===== src/rtl/uart_pkg.sv =====
// Shared UART definitions: receiver FSM state encoding, oversampling default,
// and the 8N1 line/frame constants that the transmit side also relies on.
package uart_pkg;

    // Receiver FSM state encoding (plain constants so older tools accept them).
    localparam int         STATE_W   = 3;
    localparam logic [2:0] IDLE      = 3'd0;
    localparam logic [2:0] START     = 3'd1;
    localparam logic [2:0] DATA      = 3'd2;
    localparam logic [2:0] STOP      = 3'd3;
    localparam logic [2:0] WAIT_HIGH = 3'd4;

    // Ticks per bit period unless a block overrides it.
    localparam int OVERSAMPLE_DEFAULT = 16;

    // 8N1 frame shape shared by receiver and transmitter.
    localparam int   FRAME_DATA_BITS = 8;
    localparam int   FRAME_STOP_BITS = 1;
    localparam logic LINE_IDLE       = 1'b1;  // idle and stop level
    localparam logic LINE_START      = 1'b0;  // start bit level

    // Depth of the metastability synchronizer on asynchronous line inputs.
    localparam int SYNC_STAGES = 2;

endpackage


===== src/rtl/uart_tick_gen.sv =====
// Free-running oversample tick: one-cycle pulse every DIVISOR clocks.
// Never restarted by line activity, so receiver and transmitter can share it.
module uart_tick_gen #(
    parameter int DIVISOR = 27
) (
    input  logic clk,
    input  logic reset,
    output logic tick
);

    localparam int              CNT_W   = (DIVISOR > 2) ? $clog2(DIVISOR) : 1;
    localparam logic [CNT_W-1:0] CNT_MAX = CNT_W'(DIVISOR - 1);

    logic [CNT_W-1:0] count_q;
    logic [CNT_W-1:0] count_d;

    // Tick on the last count of the period, then wrap to zero.
    always_comb begin
        tick    = (count_q == CNT_MAX);
        count_d = tick ? '0 : count_q + 1'b1;
    end

    // Divider counter register.
    always_ff @(posedge clk or posedge reset) begin
        if (reset) begin
            count_q <= '0;
        end else begin
            count_q <= count_d;
        end
    end

endmodule


===== src/rtl/uart_rx.sv =====
// UART receiver: synchronizes the rx pin, validates the start bit at
// mid-bit, deserializes LSB-first data, checks the stop bit and hands the
// byte to the consumer over a valid/ready handshake. Framing errors and
// overruns are reported as single-cycle pulses.
module uart_rx
    import uart_pkg::*;
#(
    parameter int DIVISOR    = 27,
    parameter int OVERSAMPLE = OVERSAMPLE_DEFAULT,
    parameter int DATA_BITS  = FRAME_DATA_BITS
) (
    input  logic                 clk,
    input  logic                 reset,
    input  logic                 rx,
    output logic [DATA_BITS-1:0] rx_data,
    output logic                 rx_valid,
    input  logic                 rx_ready,
    output logic                 frame_err,
    output logic                 overrun
);

    localparam int                  SAMPLE_W  = $clog2(OVERSAMPLE);
    localparam int                  BIT_W     = $clog2(DATA_BITS);
    localparam logic [SAMPLE_W-1:0] HALF_LAST = SAMPLE_W'(OVERSAMPLE / 2 - 1);
    localparam logic [SAMPLE_W-1:0] FULL_LAST = SAMPLE_W'(OVERSAMPLE - 1);
    localparam logic [BIT_W-1:0]    BIT_LAST  = BIT_W'(DATA_BITS - 1);

    logic tick;

    // Synchronizer chain; the last stage is the only view of the line used.
    logic [SYNC_STAGES-1:0] sync_q;
    logic [SYNC_STAGES-1:0] sync_d;
    logic                   rx_s;

    // Receive FSM state.
    logic [STATE_W-1:0]   state_q,      state_d;
    logic [SAMPLE_W-1:0]  sample_cnt_q, sample_cnt_d;
    logic [BIT_W-1:0]     bit_cnt_q,    bit_cnt_d;
    logic [DATA_BITS-1:0] shift_q,      shift_d;
    logic                 deliver_q,    deliver_d;
    logic                 frame_err_q,  frame_err_d;

    // Output handshake state.
    logic [DATA_BITS-1:0] rx_data_q,    rx_data_d;
    logic                 rx_valid_q,   rx_valid_d;
    logic                 overrun_q,    overrun_d;

    uart_tick_gen #(
        .DIVISOR (DIVISOR)
    ) u_tick_gen (
        .clk   (clk),
        .reset (reset),
        .tick  (tick)
    );

    // Shift the raw pin into the synchronizer chain.
    always_comb begin
        sync_d = {sync_q[SYNC_STAGES-2:0], rx};
        rx_s   = sync_q[SYNC_STAGES-1];
    end

    // Synchronizer registers; reset to the idle line level so no false start.
    always_ff @(posedge clk or posedge reset) begin
        if (reset) begin
            sync_q <= {SYNC_STAGES{LINE_IDLE}};
        end else begin
            sync_q <= sync_d;
        end
    end

    // Frame FSM: advances only on oversample ticks.
    always_comb begin
        state_d      = state_q;
        sample_cnt_d = sample_cnt_q;
        bit_cnt_d    = bit_cnt_q;
        shift_d      = shift_q;
        deliver_d    = 1'b0;
        frame_err_d  = 1'b0;
        if (tick) begin
            case (state_q)
                IDLE: begin
                    if (rx_s == LINE_START) begin
                        state_d      = START;
                        sample_cnt_d = '0;
                    end
                end
                START: begin
                    // Re-check the line half a bit in; a short low is a glitch.
                    if (sample_cnt_q == HALF_LAST) begin
                        sample_cnt_d = '0;
                        if (rx_s != LINE_START) begin
                            state_d = IDLE;
                        end else begin
                            state_d   = DATA;
                            bit_cnt_d = '0;
                        end
                    end else begin
                        sample_cnt_d = sample_cnt_q + 1'b1;
                    end
                end
                DATA: begin
                    // Sample at mid-bit; LSB arrives first so shift in at the top.
                    if (sample_cnt_q == FULL_LAST) begin
                        sample_cnt_d = '0;
                        shift_d      = {rx_s, shift_q[DATA_BITS-1:1]};
                        if (bit_cnt_q == BIT_LAST) begin
                            bit_cnt_d = '0;
                            state_d   = STOP;
                        end else begin
                            bit_cnt_d = bit_cnt_q + 1'b1;
                        end
                    end else begin
                        sample_cnt_d = sample_cnt_q + 1'b1;
                    end
                end
                STOP: begin
                    if (sample_cnt_q == FULL_LAST) begin
                        sample_cnt_d = '0;
                        if (rx_s == LINE_IDLE) begin
                            deliver_d = 1'b1;
                            state_d   = IDLE;
                        end else begin
                            // Bad stop bit: drop the byte and wait out any break.
                            frame_err_d = 1'b1;
                            shift_d     = '0;
                            state_d     = WAIT_HIGH;
                        end
                    end else begin
                        sample_cnt_d = sample_cnt_q + 1'b1;
                    end
                end
                WAIT_HIGH: begin
                    if (rx_s == LINE_IDLE) begin
                        state_d = IDLE;
                    end
                end
                default: begin
                    state_d      = IDLE;
                    sample_cnt_d = '0;
                    bit_cnt_d    = '0;
                end
            endcase
        end
    end

    // Frame FSM registers, including the deliver strobe and frame error pulse.
    always_ff @(posedge clk or posedge reset) begin
        if (reset) begin
            state_q      <= IDLE;
            sample_cnt_q <= '0;
            bit_cnt_q    <= '0;
            shift_q      <= '0;
            deliver_q    <= 1'b0;
            frame_err_q  <= 1'b0;
        end else begin
            state_q      <= state_d;
            sample_cnt_q <= sample_cnt_d;
            bit_cnt_q    <= bit_cnt_d;
            shift_q      <= shift_d;
            deliver_q    <= deliver_d;
            frame_err_q  <= frame_err_d;
        end
    end

    // Output handshake: load on deliver if the slot is free or being drained
    // this very cycle, otherwise drop the new byte and flag an overrun.
    always_comb begin
        rx_data_d  = rx_data_q;
        rx_valid_d = rx_valid_q;
        overrun_d  = 1'b0;
        if (deliver_q) begin
            if (!rx_valid_q || rx_ready) begin
                rx_data_d  = shift_q;
                rx_valid_d = 1'b1;
            end else begin
                overrun_d = 1'b1;
            end
        end else if (rx_valid_q && rx_ready) begin
            rx_valid_d = 1'b0;
        end
    end

    // Output handshake registers.
    always_ff @(posedge clk or posedge reset) begin
        if (reset) begin
            rx_data_q  <= '0;
            rx_valid_q <= 1'b0;
            overrun_q  <= 1'b0;
        end else begin
            rx_data_q  <= rx_data_d;
            rx_valid_q <= rx_valid_d;
            overrun_q  <= overrun_d;
        end
    end

    assign rx_data   = rx_data_q;
    assign rx_valid  = rx_valid_q;
    assign frame_err = frame_err_q;
    assign overrun   = overrun_q;

endmodule


===== config.mk =====
export PLATFORM = sky130hd
export DESIGN_NAME = uart_rx
export DESIGN_NICKNAME = d
export VERILOG_FILES = /design/src/rtl/uart_pkg.sv /design/src/rtl/uart_tick_gen.sv /design/src/rtl/uart_rx.sv
export SDC_FILE = /design/constraint.sdc
export NUM_CORES = 1
export LEC_CHECK = 0
export BUFFER_PORTS_ARGS = -buffer_cell sky130_fd_sc_hd__buf_2
export CAP_MARGIN = 20
export CELL_PAD_IN_SITES_DETAIL_PLACEMENT = 1
export CELL_PAD_IN_SITES_GLOBAL_PLACEMENT = 2
export CORE_MARGIN = 5
export CORE_UTILIZATION = 42
export DETAILED_ROUTE_END_ITERATION = 6
export GPL_TIMING_DRIVEN = 0
export PLACE_DENSITY_LB_ADDON = 0.25
export SLEW_MARGIN = 10
export SYNTH_ARGS = -nofsm -noshare
export SYNTH_HDL_FRONTEND = slang
export SYNTH_SLANG_ARGS = --single-unit
export TNS_END_PERCENT = 10

===== constraint.sdc =====
create_clock -name clk -period 4.1 [get_ports clk]
set_clock_uncertainty 0.15 [all_clocks]
set_input_delay 1.23 -clock clk [delete_from_list [all_inputs] [get_ports clk]]
set_output_delay 1.23 -clock clk [all_outputs]
set_load 0.03 [all_outputs]

=== After elaboration in Yosys (flattened, before gate mapping) ===
Cells that the tools add are included.

* Flip-flop bits (word level): 37
* Latch bits: 0
* Bits in writable memories: 0
* Memory bits (read-only): 0
* Input bits: 4
* Output and inout port bits: 11
* Word-level logic and storage cells: 83
* Memories: 0

* $add $sub $neg: 3
* Multiply operators: 0
* Divide/modulo/power cells: 0
* Order comparisons: 0
* Equal/unequal tests: 17
* Shifts and indexed selects: 0
* Muxes and demuxes: 36
* Bitwise gates (word level): 2
* Reductions and logical operators: 14

{| class="wikitable"
|+ Operators by type and width
! cell !! count
|-
| two-way mux 3 bit || 11
|-
| two-way mux 8 bit || 3
|-
| != test 2 bit, second input constant || 8
|-
| case mux 4 bit (4 select lines) || 1
|-
| case mux 8 bit (2 select lines) || 1
|-
| case mux 3 bit (5 select lines) || 1
|-
| two-way mux 1 bit || 13
|-
| two-way mux 4 bit || 3
|-
| AND reduction 5 bit || 2
|-
| case mux 3 bit (3 select lines) || 1
|-
| AND reduction 7 bit || 1
|-
| equality test 3 x 2 -> 1 bit, second input constant || 2
|-
| equality test 3 bit, second input constant || 2
|-
| adder 5 x 1 -> 5 bit, second input constant || 1
|-
| equality test 5 bit, second input constant || 1
|-
| two-way mux 5 bit || 1
|-
| adder 4 x 1 -> 4 bit, second input constant || 1
|-
| equality test 4 x 3 -> 1 bit, second input constant || 1
|-
| equality test 4 bit, second input constant || 1
|-
| AND reduction 2 bit || 2
|-
| nonzero test 2 bit || 2
|-
| adder 3 x 1 -> 3 bit, second input constant || 1
|-
| equality test 3 x 1 -> 1 bit, second input constant || 1
|-
| zero test 3 bit || 1
|-
| 9 further kinds || 10
|}

=== Longest topological paths before layout ===
Gate-level depths: netlist of the first run.

* Depth in word-level cells: 4
* Depth in mapped cells: 8
* Gate-level depth less buffers: 6

=== Hierarchy ===
From an unflattened synthesis of the first run, not the netlist that was laid out.

* Cells, all modules: 144
* Area total of the unflattened synthesis: 1714.1 um^2

{| class="wikitable"
|+ Modules (own cells, without submodules)
! module !! instances !! cells an instance !! area an instance (um^2) !! sequential area each (um^2)
|-
| uart_rx || 1 || 119 || 1443.9 || 803.3
|-
| uart_tick_gen || 1 || 25 || 270.3 || 125.1
|}

=== Worst setup path after synthesis of the first run ===
Ideal clock, no wire load.

* Kind: input -> register
* From: in rx_ready
* To: reg rx_data_q[0], in the netlist rx_data[0]
* Setup time: 0.125 ns
* Arrival time: 1.959 ns
* Slack: 1.866 ns
* Stages: 3
* Path buffers: 0
* Path through: nand2b_1 -> nand2_1 -> mux2_2

* Cells in the longest elaborated chain, start to end: 2

{| class="wikitable"
|+ Ends and longest elaborated chain
! item !! RTL line !! RTL
|-
| from (decl) || uart_rx.sv:17 || <nowiki>input logic rx_ready,</nowiki>
|-
| logical OR 1 bit || uart_rx.sv:172 || <nowiki>if (!rx_valid_q || rx_ready) begin</nowiki>
|-
| AND reduction 2 bit (no line) || n/a ||
|-
| to (signal assigned) || uart_rx.sv:190 || <nowiki>rx_data_q <= rx_data_d;</nowiki>
|-
| to (decl) || uart_rx.sv:44 || <nowiki>logic [DATA_BITS-1:0] rx_data_q, rx_data_d;</nowiki>
|}

No other way between the ends.
A chain may end at the register's enable or synchronous reset.

=== Final worst setup path of the first run ===
* From: reg rx_data_q[6], in the netlist rx_data[6]
* To: out rx_data[6]

{| class="wikitable"
|+ RTL lines
! item !! RTL line !! RTL
|-
| to (decl) || uart_rx.sv:15 || <nowiki>output logic [DATA_BITS-1:0] rx_data,</nowiki>
|}

No word-level cell between the ends.

==> results of run 1 <==
routing by layer:
layer / share of wire [%] / vias to the layer above / track usage [%]
met3: 4.1 / 2 / 4.14
met4: 0.33 / 0 / 2.37
met5: 0 / - / 0
met1: 44 / 608 / 19.0
met2: 52 / 20 / 27.8
li1: - / 597 / -
sequential cells by signal, indices dropped and copies added (netlist names):
signal,cells
state_q,3
deliver_q,1
overrun,1
sample_cnt_q,4
bit_cnt_q,3
frame_err,1
shift_q,8
rx_valid,1
sync_q,2
rx_data,8
u_tick_gen.count_q,5
stage by stage:
stage               hold WS, ns  utilization, %
CTS                       0.208            49.3
detailed placement        0.197            46.9
finish                    0.207            49.3
global route              0.211            49.3
global placement          0.198            46.9
floorplan                 0.195               -
Yosys cell counts, drive strengths merged:
| cell type | n |
|---|---|
| nor3 | 3 |
| dfstp | 2 |
| and3 | 3 |
| a21boi | 1 |
| o32a | 1 |
| clkbuf | 1 |
| nand2b | 4 |
| mux2i | 1 |
| o22a | 2 |
| a21oi | 5 |
| a22o | 2 |
| nand4b | 1 |
| and2 | 1 |
| a32o | 1 |
| o41ai | 2 |
| xnor2 | 2 |
| o21bai | 1 |
| nand3 | 4 |
| a311oi | 2 |
| nand2 | 21 |
| nor4b | 2 |
| o21ai | 12 |
| mux2 | 11 |
| and2b | 1 |
| a21o | 1 |
| xor2 | 1 |
| ha | 5 |
| buf | 7 |
| dfrtp | 35 |
| a31oi | 1 |
| nor3b | 1 |
| and4b | 1 |
| o31ai | 2 |
| inv | 5 |
| nand4 | 2 |
| nor2 | 11 |
where the power goes:
| part | leakage (nW) | switching [mW] | internal, mW |
|---|---|---|---|
| clock | 0.0512 | 0.131 | 0.136 |
| combinational | 0.407 | 0.0161 | 0.00643 |
| sequential | 0.492 | 0.00178 | 0.367 |
| total | 0.950 | 0.149 | 0.510 |
area by class of cell:
class	instances	area (sq um)	share of cell area, %
multi-input combinational	108	756	37.8
clock inverter	2	13.8	0.688
clock buffer	6	82.6	4.13
timing repair buffer	14	70.1	3.50
sequential	37	928	46.4
inverter	5	18.8	0.938
buffer	8	68.8	3.44
tap	50	62.6	3.13
worst reg2reg max path, stage by stage, from the launching register on:
cell and delay (ns):
dfrtp_1 0.42, inv_1 0.07, ha_1 0.19, and4b_2 0.30, buf_6 0.17, nand4_4 0.14, buf_6 0.18, nand2_1 0.06
o21ai_0 0.09
path summary, 6_finish.rpt:
kind,start,to
min in group asynchronous,reset,u_tick_gen.count_q[4]
max reg2reg,u_tick_gen.count_q[0],shift_q[0]
max in group asynchronous,reset,rx_valid
min,sync_q[0],sync_q[1]
min reg2reg,sync_q[0],sync_q[1]
max,rx_data[6],rx_data[6]
cell families after synthesis:
group	count (synthesis)	synth area share [%]
multiplexers	12	7.56
flip-flops	37	52.4
AO/OA/AOI/OAI	33	13.6
buffers and inverters	13	4.94
XOR/XNOR	3	1.48
AND/OR/NAND/NOR	55	16.5
adder cells (fa/ha/maj)	5	3.53
==> run_results.csv, run 1 <==
group,metric,value,unit
floorplan,die_area,5620,sq um
placed_design,dp_slack,1.63,ns
placed_design,dp_hpwl,2830,um
sta,timing.final.crit_share,54.3,%
critical_path,cp_data_required_time,2.72,ns
routing,wl_per_cell,16.9,um
sta,slew_headroom,49.2,%
clock_network,clk_latency,0.28,ns
placed_design,port_buffers,14,
critical_path,slowest_stage,"dfrtp_1",
routing,drt_first_iter_violations,52,
clock_network,cts.path.max_buffers,2,
pwr,total_power,0.659,mW
routing,detail-route-antenna-nets,0,
final_layout,finalNetCount,188,
sta,worst_pin_slew,0.761,ns
pwr,leakagePower,0.950,nW
synth,synth_warnings,0,
clock_network,cts_resized,0,
clock_network,clkSinkCount,37,
global_route,antenna_found_initial,0,
sta,timing.final.crit_period,2.23,ns
global_route,grt_max_degree,38,
critical_path,path_class,"flip-flop to primary output",
synth,syn-instance-count,158,
min_path,min_path_type,"flip-flop to flip-flop",
critical_path,path_delay_family,"flip-flops",
sta,hold_viol,0,
critical_path,crit_arrival,0.85,ns
synth,synth_seq_cells,37,
clock_network,htree_levels,2,
run,max_cap_viol_count,0,
clock_network,cts_buffers,5,
clock_network,path_clk_slew,0.08,ns
pwr,p_per_area,330,nW/um^2
final_layout,layout_common_cells,"dfrtp_1, nand2_1, buf_2",
global_route,grt_first_pass_wirelength,6590,um
synth,synth.cell_area,1770,sq um
routing,routed_wirelength,3890,um
clock_network,cts_hold_buf,0,
final_layout,stdcell_count,230,
critical_path,cpPeakStageDelay,0.38,ns
final_layout,fin_area,2000,sq um
critical_path,critical_path_buf_inv_count,1,
clock_network,ctsRootBufferMaster,"clkbuf_8",
status,status,"finished clean",
critical_path,worstSetupStartpointType,"flip-flop",
routing,avgViaCountPerCell,5.33,
routing,num_vias,1227,
floorplan,die_w,75.0,um
synth,synth_top_area_share,49.4,%
global_route,gr-total-overflow,0,
final_layout,syn2layout_area_growth,12.9,%
routing,drc_errors,0,
sta,fin_tns_setup,0,ns
sta,rsz0062_at_grt,"false",
clock_network,cts_setup_buffers,0,
synth,syn_nets,167,
global_route,grt_pass1_vias,1345,
global_route,track_usage,15.5,%
synth,ys_types,44,
synth,synth_area_leaders,"dfrtp_1, mux2_2, nand2_1",
sta,fmax,0.449,GHz
placed_design,placed_area,1900,sq um
clock_network,cts_tree,"built",
floorplan,core-area,4060,sq um
final_layout,antennaDiodeCount,0,
floorplan,die-height,75.0,um
synth,yosysSeqAreaShare,52.4,%
critical_path,crit_fanout,2,
placed_design,gp_congestion,0.802,
critical_path,cp-end-kind,"primary output",
final_layout,drive_above_1_share,30.6,%
final_layout,fillers,444,
pwr,ir_drop,0.141,mV
sta,slew_violations,0,
critical_path,cp_num_cells,1,
synth,yosys.area.top_type,"dfrtp_1",
placed_design,placedCellCount,222,
sta,worst_slack,1.87,ns
floorplan,ios,15,
floorplan,start_util,43.7,%
synth,synth_area_per_cell,11.2,sq um
routing,firstDrtPassIters,4,
min_path,hold_path_depth,0,
critical_path,reg2regPathDepth,8,
critical_path,rrSetupSlack,2.21,ns
sta,setup_viol,0,
critical_path,path_cells,"buf_2",
final_layout,final_common_cell,"dfrtp_1",
floorplan,row_count,23,
No activity file was read; power rests on OpenSTA's default activity.
==> run 2, diff against run 1 <==
- CORE_UTILIZATION: 42 -> 35
- clock period: 4.1 -> 1.8 ns (I/O delays scaled with it)
==> run 2 against run 1 <==
Register-to-register slack got worse by 2.2 ns. Highest routed layer unchanged. Clock power grew 110%. Sequential power rose by 130%. Combinational power grew 140%.
==> run_results.csv, run 2 (synthesized netlist as in run 1, its figures left out) <==
group,metric,value,unit
final_layout,final_common_cell,"dfrtp_1",
critical_path,cpPeakStageDelay,0.38,ns
final_layout,finalNetCount,194,
floorplan,row_count,25,
routing,num_vias,1288,
pwr,pwr-share-seq,57.7,%
global_route,antenna_found_initial,0,
sta,fmax,0.562,GHz
pwr,intPower,1.12,mW
final_layout,antennaDiodeCount,0,
final_layout,drive_above_1_share,33.9,%
sta,fin_tns_setup,0,ns
global_route,track_usage,13.2,%
routing,routed_wirelength,3770,um
critical_path,rrSetupSlack,0.02,ns
pwr,leakagePower,0.976,nW
critical_path,path_class,"flip-flop to flip-flop",
placed_design,dp_hpwl,2620,um
floorplan,die_w,81.1,um
global_route,grt_max_degree,38,
critical_path,slowest_stage,"dfrtp_1",
floorplan,core-area,4820,sq um
routing,firstDrtPassIters,4,
clock_network,clkSinkCount,37,
sta,setup_viol,0,
critical_path,worstSetupStartpointType,"flip-flop",
pwr,power.switching,0.336,mW
floorplan,die-height,81.1,um
run,max_cap_viol_count,0,
pwr,combPwrFrac,3.7,%
placed_design,gp_congestion,0.774,
critical_path,crit_arrival,1.80,ns
critical_path,path_cells,"inv_1 -> ha_2 -> and4b_2 -> o21ai_2 -> nor3_4 -> mux2_4",
final_layout,stdcell_count,253,
clock_network,cts.path.max_buffers,2,
pwr,p_per_area,699,nW/um^2
placed_design,port_buffers,14,
pwr,total_power,1.46,mW
sta,worst_pin_slew,0.776,ns
clock_network,clk_latency,0.29,ns
clock_network,cts_buffers,5,
routing,detail-route-antenna-nets,0,
routing,wl_per_cell,14.9,um
sta,timing.final.crit_share,98.8,%
routing,drc_errors,0,
floorplan,die_area,6580,sq um
min_path,min_path_type,"input pin to flip-flop",
global_route,grt_first_pass_wirelength,6580,um
floorplan,start_util,36.8,%
routing,avgViaCountPerCell,5.09,
sta,slew_violations,0,
final_layout,syn2layout_area_growth,17.6,%
pwr,clockPowerShare,38.6,%
critical_path,cp-end-kind,"flip-flop",
floorplan,ios,15,
clock_network,htree_levels,2,
pwr,swShare,23.1,%
clock_network,ctsRootBufferMaster,"clkbuf_8",
status,status,"finished clean",
clock_network,cts_hold_buf,0,
sta,rsz0062_at_grt,"true",
critical_path,crit_fanout,3,
pwr,ir_drop,0.288,mV
global_route,grt_pass1_vias,1373,
sta,timing.final.crit_period,1.78,ns
critical_path,cp_data_required_time,1.82,ns
clock_network,path_clk_slew,0.07,ns
clock_network,cts_tree,"built",
final_layout,layout_common_cells,"dfrtp_1, nand2_1, buf_2",
placed_design,placedCellCount,239,
routing,drt_first_iter_violations,72,
sta,hold_viol,0,
global_route,gr-total-overflow,0,
sta,slew_headroom,48.2,%
[run 2: cell count changes in the layout (fill, tap and decap cells not counted), moves of 2 or more]
cell    previous run  this run
buf_4              3         9
mux2_4             0         3
mux2_2            11         8
ha_2               0         2
ha_1               5         3
[run 2: layout make-up]
cell class	count	area [sq um]
fillers	576	2730
flip-flops and latches	37	928
multi-input cells	108	786
repair buffers	20	115
well taps	67	83.8
clock buffers	6	72.6
plain buffers	8	68.8
inverters	5	18.8
clock inverters	2	10.0
[run 2: worst max-delay path, delay by kind of cell, from the launching register on]
kind | cells | cell delay [ns]
compound gates | 1 | 0.08
fa+ha+maj | 1 | 0.17
simple gates | 2 | 0.49
buf+inv | 1 | 0.06
mux | 1 | 0.33
flops | 1 | 0.38
[run 2: worst paths after layout]
kind	cells past startpoint	start	to
worst max-delay path	6	u_tick_gen.count_q[0]	bit_cnt_q[1]
worst min register to register	0	sync_q[0]	sync_q[1]
worst max register to register	6	u_tick_gen.count_q[0]	bit_cnt_q[1]
max in group asynchronous	2	reset	shift_q[4]
worst min-delay path	1	rx	sync_q[0]
min in group asynchronous	2	reset	rx_data[3]
[run 2: what timing repair did]
item	in CTS	in global routing
setup endpoints to repair	11	9
gates resized for setup	5	2
pin swaps	2	2
hold endpoints to repair	0	0
setup buffers	4	2
[run 2: metrics by stage]
stage | setup WS [ns] | hold slack (ns) | util, % | area (sq um)
after floorplan | 0.0897 | 0.195 | - | 1770
after global placement | -0.240 | 0.200 | 40.0 | 1930
final | 0.0219 | 0.194 | 43.2 | 2080
after global routing | -0.0457 | 0.179 | 43.2 | 2080
after detailed placement | -0.102 | 0.198 | 40.0 | 1930
after CTS | -0.0242 | 0.189 | 42.7 | 2060
[run 2: metal layers]
metal	global-route usage [%]	up-vias	wire length (um)
li1	-	613	-
met2	21.8	25	1830
met5	0	-	0
met3	3.55	10	115
met4	6.59	0	106
met1	16.0	640	1720
[run 2: power by group through the flow]
stage | logic [mW] | clock network (mW) | registers (mW)
finish | 0.0535 | 0.562 | 0.841
global route | 0.0615 | 0.622 | 0.841
CTS | 0.0545 | 0.580 | 0.840
detailed placement | 0.0537 | 0 | 0.857
global placement | 0.0523 | 0 | 0.857
floorplan | 0.0379 | 0 | 0.856
==> run 3, diff against run 2 <==
- SYNTH_HIERARCHICAL: default -> 1
==> run 3 against run 2 <==
The flow now finishes with violations (negative setup slack). Combinational power decreased by 8.6%. Global-route usage decreased by 0.74 points. Synthesized cell count decreased by 8.9%. Clock power increased by 56%. Final cell count decreased by 2.8%. Sequential cell count unchanged. Critical endpoint is now shift_q[4]. Non-clock buffer count increased by 4. Highest routed layer unchanged. Sequential power about the same.
==> run_results.csv, run 3 <==
group,metric,value,unit
global_route,grt.met3_usage,3.84,%
global_route,grt_pass1_vias,1260,
status,status,"finished with violations",
pwr,pwr-share-seq,47.5,%
sta,whs,0.195,ns
floorplan,ios,15,
placed_design,port_buffers,14,
global_route,antenna_found_initial,0,
sta,setup_viol,14,
final_layout,layout_common_cells,"dfrtp_1, buf_2, buf_4",
floorplan,die-height,80.0,um
min_path,min_path_type,"input pin to flip-flop",
routing,avgViaCountPerCell,4.92,
pwr,swShare,20.1,%
critical_path,crit_fanout,7,
synth,synthMuxAreaShare,7.66,%
floorplan,core-area,4750,sq um
sta,slew_violations,0,
run,max_cap_viol_count,0,
global_route,grt_max_degree,19,
routing,drc_errors,0,
synth,synth-adder-area-share,3.65,%
final_layout,stdcell_count,246,
final_layout,antennaDiodeCount,0,
sta,rsz0062_at_grt,"true",
floorplan,row_count,25,
synth,synth.cell_area,1710,sq um
synth,synth_seq_cells,37,
routing,drt_first_iter_violations,24,
synth,synth-edff-count,0,
final_layout,seqCellArea,928,sq um
placed_design,dp_hpwl,2490,um
routing,detail-route-antenna-nets,0,
clock_network,ctsRootBufferMaster,"clkbuf_8",
clock_network,clk_latency,0.29,ns
sta,timing.final.crit_period,2.00,ns
final_layout,multi_input_area,751,sq um
final_layout,final_common_cell,"dfrtp_1",
floorplan,die_w,80.0,um
synth,synth_area_leaders,"dfrtp_1, mux2_2, a22o_1",
synth,synth_top_family_by_area,"simple AND/OR/NAND/NOR gates",
sta,worst_slack,-0.200,ns
floorplan,die_area,6400,sq um
critical_path,cp-startpoint,"u_tick_gen/count_q[0]",
critical_path,cp_data_required_time,1.83,ns
final_layout,drive_above_1_share,36.9,%
final_layout,finalNetCount,187,
routing,routed_wirelength,3600,um
synth,synth_flop_cell,"dfrtp_1",
clock_network,cts_tree,"built",
final_layout,final_util,45.4,%
clock_network,path_clk_slew,0.08,ns
placed_design,placedCellCount,226,
synth,synth_warnings,6,
global_route,met1_usage,15.6,%
critical_path,worstSetupStartpointType,"flip-flop",
sta,worst_pin_slew,0.529,ns
min_path,min_from,"rx",
critical_path,path_class,"flip-flop to flip-flop",
sta,fmax,0.500,GHz
final_layout,syn2layout_area_growth,25.8,%
critical_path,r2r-start,"u_tick_gen/count_q[0]",
pwr,leakagePower,1.05,nW
pwr,intPower,1.41,mW
sta,slew_headroom,64.4,%
floorplan,start_util,36.1,%
clock_network,cts.path.max_buffers,2,
sta,timing.final.crit_share,111,%
synth,yosys.area.top_type,"dfrtp_1",
global_route,gr-total-overflow,0,
clock_network,cts_buffers,5,
pwr,p_per_area,818,nW/um^2
routing,firstDrtPassIters,4,
critical_path,cp-end-kind,"flip-flop",
sta,fin_tns_setup,-1.68,ns
synth,synthXorXnorAreaFrac,1.02,%
pwr,combPwrFrac,2.8,%
sta,hold_viol,0,
routing,wl_per_cell,14.6,um
synth,yosysSeqAreaShare,54.2,%
pwr,power.switching,0.354,mW
synth,async_flop_share,100,%
synth,synthSimpleGateAreaFrac,15.5,%
clock_network,clkSinkCount,37,
synth,synth.most_common_cell,"dfrtp_1",
synth,synth-compound-area-share,14.3,%
global_route,busiest_layer,"met2",
status,violations,"negative setup slack",
clock_network,htree_levels,2,
pwr,ir_drop,0.237,mV
synth,ys_types,49,
synth,synth_top_area_share,51.1,%
global_route,track_usage,12.5,%
synth,synth_area_per_cell,11.9,sq um
synth,syn-instance-count,144,
synth,synthTopCellsByCount,"dfrtp_1, nand2_1, a22o_1, nor2_1, mux2_2",
pwr,total_power,1.76,mW
pwr,clockPowerShare,49.7,%
final_layout,fillers,528,
synth,syn_nets,153,
global_route,use_met2,20.3,%
routing,num_vias,1211,
critical_path,crit_arrival,2.04,ns
global_route,grt_first_pass_wirelength,6140,um
placed_design,gp_congestion,0.729,
==> run 3: power by group through the flow <==
stage / clock, mW / sequential [mW] / combinational (mW)
after floorplan: 0 / 0.854 / 0.0279
after global placement: 0 / 0.856 / 0.0387
after detailed placement: 0 / 0.856 / 0.0479
after CTS: 0.908 / 0.839 / 0.0498
after global routing: 0.943 / 0.840 / 0.0562
final: 0.877 / 0.839 / 0.0489
==> run 3: kinds of logic after synthesis <==
logic type,after synthesis
flip-flops,37
XOR/XNOR,2
AO/OA/AOI/OAI,33
AND/OR/NAND/NOR,43
buffers and inverters,12
multiplexers,12
adder cells (fa/ha/maj),5
==> run 3: layout make-up <==
cell class	instances	share of cell area, %
plain buffers	5	1.68
flip-flops and latches	37	43.0
clock inverters	3	3.19
inverters	7	1.39
well taps	67	3.89
repair buffers	27	8.82
multi-input cells	95	34.8
clock buffers	5	3.19
==> run 3: timing repair <==
action	CTS	global route
pin swaps	1	1
resized for setup	3	4
endpoints found under the hold margin	5	0
endpoints found under the setup margin	18	20
buffers inserted	5	6
hold buffers	1	0
==> run 3: critical path, cell delays in order (launching register included) <==
cell	delay, ns
dfrtp_1	0.39
inv_1	0.06
ha_2	0.18
and4b_4	0.28
nand2b_4	0.07
or3_4	0.37
nand2b_4	0.19
a22o_1	0.21
==> run 3: metrics by stage <==
| stage | area [sq um] | setup WS (ns) |
|---|---|---|
| after floorplan | 1720 | -0.206 |
| after global placement | 1870 | -0.378 |
| after detailed placement | 1900 | -0.390 |
| after CTS | 2100 | -0.208 |
| after global routing | 2160 | -0.275 |
| final | 2160 | -0.200 |
==> run 3: per-layer routing <==
layer	share of wire [%]	wire (um)
met2	51	1830
met4	1.5	53
met5	0	0
met1	44	1600
met3	3.3	118
==> run 3: final timing paths <==
| path | to | slack [ns] | depth (start not counted) |
|---|---|---|---|
| max | shift_q[4] | -0.20 | 7 |
| min | sync_q[0] | 0.20 | 1 |
| max reg2reg | shift_q[4] | -0.20 | 7 |
| min reg2reg | sync_q[1] | 0.21 | 0 |
| max in group asynchronous | sync_q[1] | 0.36 | 4 |
| min in group asynchronous | u_tick_gen/count_q[0] | 0.57 | 3 |
